`src/rtl/ysyx_23060332_lsu.sv`:
```
// Load/store unit: registers one op per handshake, performs a word-aligned req/ack access and formats load data.
// Optional LSU_MISALIGN_CHECK_EN adds wb_misalign and turns misaligned H/W accesses into faulting ops.
module ysyx_23060332_lsu #(
  parameter int unsigned ADDR_W = 32,
  parameter int unsigned DATA_W = 32
) (
  input  logic              clk,
  input  logic              rst,
  input  logic              ex_valid,
  output logic              ex_ready,
  input  logic              ex_load,
  input  logic              ex_store,
  input  logic [2:0]        ex_func3,
  input  logic [ADDR_W-1:0] ex_addr,
  input  logic [DATA_W-1:0] ex_wdata,
  input  logic [DATA_W-1:0] ex_alu,
  input  logic [4:0]        ex_rd,
  input  logic              ex_reg_wen,
  output logic              mem_req,
  output logic              mem_we,
  output logic [ADDR_W-1:0] mem_addr,
  output logic [DATA_W-1:0] mem_wdata,
  output logic [7:0]        mem_wmask,
  input  logic              mem_ack,
  input  logic [DATA_W-1:0] mem_rdata,
  output logic              wb_valid,
  input  logic              wb_ready,
  output logic [4:0]        wb_rd,
  output logic              wb_wen,
  output logic [DATA_W-1:0] wb_data
`ifdef LSU_MISALIGN_CHECK_EN
  ,
  output logic              wb_misalign
`endif
);

  typedef enum logic [1:0] {
    S_IDLE,
    S_BUS,
    S_RESP
  } state_t;

  state_t r_state;
  state_t w_next;

  logic              w_mem;
  logic              w_sz_b;
  logic              w_sz_h;
  logic              w_signed;
  logic [1:0]        w_off;
  logic [3:0]        w_mask;
  logic [DATA_W-1:0] w_wdata;
  logic              w_misalign;
  logic              w_accept;
  logic [DATA_W-1:0] w_shifted;
  logic [DATA_W-1:0] w_load;

  logic              r_we;
  logic [ADDR_W-1:0] r_addr;
  logic [DATA_W-1:0] r_wdata;
  logic [3:0]        r_wmask;
  logic [1:0]        r_off;
  logic              r_lb;
  logic              r_lh;
  logic              r_lsigned;
  logic              r_isload;
  logic [4:0]        r_rd;
  logic              r_wen;
  logic [DATA_W-1:0] r_data;

  // Store encodings with func3[2] set are undefined and fall back to word size.
  assign w_mem    = ex_load | ex_store;
  assign w_sz_b   = (ex_func3[1:0] == 2'b00) && !(ex_store && ex_func3[2]);
  assign w_sz_h   = (ex_func3[1:0] == 2'b01) && !(ex_store && ex_func3[2]);
  assign w_signed = !ex_func3[2];
  assign w_off    = ex_addr[1:0];
  assign w_wdata  = ex_wdata << {w_off, 3'b000};
  assign w_accept = ex_valid && (r_state == S_IDLE);

  always_comb begin
    w_mask = 4'hF;
    if (w_sz_b) begin
      w_mask = 4'b0001 << w_off;
    end else if (w_sz_h) begin
      w_mask = 4'b0011 << w_off;
    end
  end

`ifdef LSU_MISALIGN_CHECK_EN
  assign w_misalign = w_mem && ((w_sz_h && ex_addr[0]) ||
                                (!w_sz_b && !w_sz_h && (w_off != 2'b00)));
`else
  assign w_misalign = 1'b0;
`endif

  assign w_shifted = mem_rdata >> {r_off, 3'b000};

  always_comb begin
    w_load = w_shifted;
    if (r_lb) begin
      w_load = {{(DATA_W-8){r_lsigned & w_shifted[7]}}, w_shifted[7:0]};
    end else if (r_lh) begin
      w_load = {{(DATA_W-16){r_lsigned & w_shifted[15]}}, w_shifted[15:0]};
    end
  end

  always_ff @(posedge clk or posedge rst) begin
    if (rst) begin
      r_state <= S_IDLE;
    end else begin
      r_state <= w_next;
    end
  end

  always_comb begin
    w_next = r_state;
    case (r_state)
      S_IDLE: begin
        if (ex_valid) begin
          w_next = (w_mem && !w_misalign) ? S_BUS : S_RESP;
        end
      end
      S_BUS: begin
        if (mem_ack) begin
          w_next = S_RESP;
        end
      end
      S_RESP: begin
        if (wb_ready) begin
          w_next = S_IDLE;
        end
      end
      default: w_next = S_IDLE;
    endcase
  end

  always_ff @(posedge clk or posedge rst) begin
    if (rst) begin
      r_we      <= 1'b0;
      r_addr    <= '0;
      r_wdata   <= '0;
      r_wmask   <= '0;
      r_off     <= '0;
      r_lb      <= 1'b0;
      r_lh      <= 1'b0;
      r_lsigned <= 1'b0;
      r_isload  <= 1'b0;
      r_rd      <= '0;
      r_wen     <= 1'b0;
      r_data    <= '0;
    end else if (w_accept) begin
      r_we      <= ex_store;
      r_addr    <= {ex_addr[ADDR_W-1:2], 2'b00};
      r_wdata   <= ex_store ? w_wdata : '0;
      r_wmask   <= ex_store ? w_mask : '0;
      r_off     <= w_off;
      r_lb      <= w_sz_b;
      r_lh      <= w_sz_h;
      r_lsigned <= w_signed;
      r_isload  <= ex_load && !ex_store;
      r_rd      <= ex_rd;
      r_wen     <= ex_reg_wen && !ex_store && !w_misalign;
      r_data    <= w_misalign ? DATA_W'(ex_addr) : ex_alu;
    end else if ((r_state == S_BUS) && mem_ack && r_isload) begin
      r_data <= w_load;
    end
  end

`ifdef LSU_MISALIGN_CHECK_EN
  logic r_misalign;

  always_ff @(posedge clk or posedge rst) begin
    if (rst) begin
      r_misalign <= 1'b0;
    end else if (w_accept) begin
      r_misalign <= w_misalign;
    end else if ((r_state == S_RESP) && wb_ready) begin
      r_misalign <= 1'b0;
    end
  end

  assign wb_misalign = r_misalign;
`endif

  assign ex_ready  = (r_state == S_IDLE);
  assign mem_req   = (r_state == S_BUS);
  assign mem_we    = r_we;
  assign mem_addr  = r_addr;
  assign mem_wdata = r_wdata;
  assign mem_wmask = {4'b0000, r_wmask};
  assign wb_valid  = (r_state == S_RESP);
  assign wb_rd     = r_rd;
  assign wb_wen    = r_wen;
  assign wb_data   = r_data;

endmodule

```
`config.mk`:
```
export PLATFORM = sky130hd
export DESIGN_NAME = ysyx_23060332_lsu
export DESIGN_NICKNAME = d
export VERILOG_FILES = /design/src/rtl/ysyx_23060332_lsu.sv
export SDC_FILE = /design/constraint.sdc
export NUM_CORES = 1
export LEC_CHECK = 0
export ABC_AREA = 1
export CAP_MARGIN = 0
export CORE_ASPECT_RATIO = 1.75
export CORE_MARGIN = 5
export CORE_UTILIZATION = 39
export CTS_CLUSTER_DIAMETER = 50
export DETAILED_ROUTE_END_ITERATION = 7
export GPL_TIMING_DRIVEN = 0
export PLACE_DENSITY_LB_ADDON = 0.3
export SLEW_MARGIN = 20
export SYNTH_ARGS = -nofsm -noshare
export SYNTH_HDL_FRONTEND = slang
export SYNTH_SLANG_ARGS = --single-unit
```
`constraint.sdc`:
```
create_clock -name clk -period 4.1 [get_ports clk]
set_clock_uncertainty 0.15 [all_clocks]
set_input_delay 0.82 -clock clk [delete_from_list [all_inputs] [get_ports clk]]
set_output_delay 0.82 -clock clk [all_outputs]
set_load 0.05 [all_outputs]
```
==> impl_metrics.yaml <==
floorplanning:
  core.rowCount: 60
  die_w_um: 104
  dieArea_mm2: 0.0181
  coreArea_mm2: 0.0153
  fp.dieH_um: 174
  initial_core_util: 0.393
  ios: 258
final_layout:
  antennaDiodeCount: 0
  final_nets: 1227
  nFillCells: 1420
  area_growth_pct: 56.9
  post-route-util: 0.617
  drive_gt1_frac: 0.0861
route:
  antenna_left: 0
  wirelength_um: 23000
  viasPerCell: 4.93
  drtPass1Iterations: 5
  drt_iter0_drc: 208
  routedWlPerCell_um: 18.0
  vias: 6301
  drc: 0
clock_network:
  ctsResizeCount: 0
  clk_latency_ns: 0.41
  cts_htree_levels: 4
  cts-root-buf: "clkbuf_16"
  clk_pin_slew_ns: 0.06
  clkSinkCount: 113
  cts-buffers-inserted: 17
  cts_tree: "built"
  cts_buffer_depth: 2
  postCtsSetupBuffers: 0
  postCtsHoldBufs: 0
power:
  power_uw: 8150
  power.leakage_uw: 0.00467
  power.density_mw_per_mm2: 863
  ir_drop_uv: 453
setup_path:
  worstSetupPathType: "register to output pin"
  critPathRequiredTime_ns: 3.13
  crit_fanout: 4
  path_cells: "inv_1 -> nor2_1 -> clkdlybuf4s50_1"
  critPathMaxStageDelay_ns: 0.83
  cp_top_family: "buffers and inverters"
  arrival_ns: 1.94
  crit_buf_inv: 2
  startpoint_type: "register"
  critPathCaptureType: "output pin"
  crit_slowest_cell: "clkdlybuf4s50_1"
synthesis:
  ys_types: 33
  ys_ff_latch: 113
  ys_warn_count: 0
  avgSynthCellArea_um2: 7.49
  synth_area_mm2: 0.00602
  syn_inst: 803
  ys_seq_area_frac: 0.470
global_route:
  grt_usage: 0.251
  grt_max_degree: 59
  grt-busiest-layer: "met2"
  grt_use_met3: 0.0531
  antenna_found_initial: 0
  grt_pass1_vias: 6513
  grt-ovfl-total: 0
  use_met1: 0.256
  grt_pass1_wl_um: 35600
  grt_util_met2: 0.474
timing:
  setup_violations: 0
  rsz0062_at_grt: "false"
  slew_violations: 0
  fmax_mhz: 344
  hold_violations: 0
  slew_headroom: 0.610
  period_share: 0.710
  min_period_ns: 2.91
  tightestPinTransition_ns: 0.582
  timing.hold.ws_ns: 0.324
  setup_slack_ns: 1.19
place:
  dp_hpwl_um: 17800
  port_buffers: 251
  pre_cts_slack_ns: 1.16
  finalWeightedCongestion: 0.996
hold_path:
  hold_class: "register to register"
job:
  maxCapViolations: 0
run_status:
  status: "completed"
area by class of cell:
| type | instances | area (µm²) | area share |
|---|---|---|---|
| Sequential cell | 113 | 2830 | 0.299 |
| Multi-Input combinational cell | 592 | 2680 | 0.284 |
| Timing Repair Buffer | 252 | 2540 | 0.269 |
| Clock buffer | 19 | 443 | 0.0469 |
| Buffer | 58 | 359 | 0.0380 |
| Tap cell | 186 | 233 | 0.0246 |
| Clock inverter | 13 | 185 | 0.0196 |
| Inverter | 45 | 174 | 0.0184 |
kinds of logic (layout without fill, tap and decap cells):
| group | after synthesis | in the layout | share of synthesized area |
|---|---|---|---|
| AOI/OAI and AO/OA | 117 | 117 | 0.121 |
| and+or+nand+nor | 458 | 458 | 0.301 |
| DFF | 113 | 113 | 0.470 |
| other | 1 | 6 | 0.000623 |
| adders and majority gates | 4 | 4 | 0.00832 |
| buffers and inverters | 103 | 387 | 0.0877 |
| muxes | 7 | 7 | 0.0116 |
worst register-to-register path, cell delays in order, from the launching register on:
cell and delay, ns:
dfrtp_1 0.44, inv_2 0.10, buf_2 0.23, buf_2 0.27, nand2_1 0.07, a21oi_1 0.29, nor2_1 0.10, a21oi_1 0.14
sequential cells by signal, indices dropped and copies added, names as in the netlist:
signal and cells:
wb_rd 5, r_lb 1, r_wmask 4, mem_addr 30
r_lh 1, wb_data 32, r_off 2, wb_wen 1
r_state 2, mem_we 1, r_lsigned 1, r_isload 1
mem_wdata 32
power by group:
| part | internal (µW) | switching, µW | leakage, µW |
|---|---|---|---|
| logic | 1520 | 3150 | 0.00294 |
| clock network | 1030 | 559 | 0.000303 |
| registers | 1590 | 284 | 0.00143 |
| total | 4150 | 4000 | 0.00467 |
cell usage after synthesis:
| cell | count | area, µm² |
|---|---|---|
| nand2_1 | 384 | 1440 |
| dfrtp_1 | 113 | 2830 |
| o21ai_0 | 42 | 210 |
| inv_1 | 38 | 143 |
| nand3_1 | 33 | 165 |
| nor2_1 | 27 | 101 |
| a21oi_1 | 25 | 125 |
| buf_2 | 19 | 95.1 |
| buf_4 | 17 | 128 |
| o31ai_1 | 15 | 113 |
| clkbuf_1 | 14 | 52.6 |
| a32o_1 | 10 | 100 |
| o211ai_1 | 9 | 67.6 |
| o22ai_1 | 8 | 50.1 |
| buf_6 | 7 | 78.8 |
| mux2i_1 | 7 | 70.1 |
| inv_2 | 6 | 22.5 |
| ha_1 | 4 | 50.1 |
| nand2_2 | 4 | 25.0 |
| nand4_1 | 3 | 18.8 |
| o21a_1 | 3 | 22.5 |
| a31oi_1 | 2 | 12.5 |
| nor2_2 | 2 | 12.5 |
| nor2_4 | 2 | 22.5 |
| a21oi_2 | 1 | 8.76 |
| clkbuf_2 | 1 | 5.00 |
| clkinv_1 | 1 | 3.75 |
| conb_1 | 1 | 3.75 |
| nand2_4 | 1 | 11.3 |
| nand3_2 | 1 | 10.0 |
| nor3_1 | 1 | 5.00 |
| o21bai_1 | 1 | 7.51 |
| o311ai_0 | 1 | 8.76 |
through the flow:
step	instance area, µm²	cells	TNS (ns)
final	9440	1278	0
after global routing	9440	1278	0
after CTS	9440	1278	0
after detailed placement	8810	1246	0
after global placement	8780	1245	-195.21
after floorplan	6040	808	0
metal layers:
layer	part of all wire	vias up
met3	0.056	52
met1	0.35	2883
met4	0.042	0
li1	-	3119
met5	0	-
met2	0.55	247
layout by cell type (no fill, tap or decap), drive strengths merged, types with 6 or more instances in the layout:
master	n
nor2	31
clkdlybuf4s50	251
clkinv	7
nand3	34
a21oi	26
mux2i	7
o211ai	9
o22ai	8
dfrtp	113
inv	45
conb	6
buf	44
clkbuf	34
a32o	10
o31ai	15
o21ai	42
nand2	389
path summary, 6_finish.rpt:
check	end	start	cells after the start	slack (ns)
hold reg to reg	wb_data[27]	wb_data[27]	2	0.32
hold / removal	wb_data[27]	wb_data[27]	2	0.32
setup / recovery	wb_valid	r_state[1]	3	1.19
setup reg to reg	wb_data[13]	r_off[0]	7	2.22
max in group asynchronous	wb_data[9]	rst	3	2.41
min in group asynchronous	mem_addr[18]	rst	2	0.71
No activity file was read; power rests on OpenSTA's default activity.
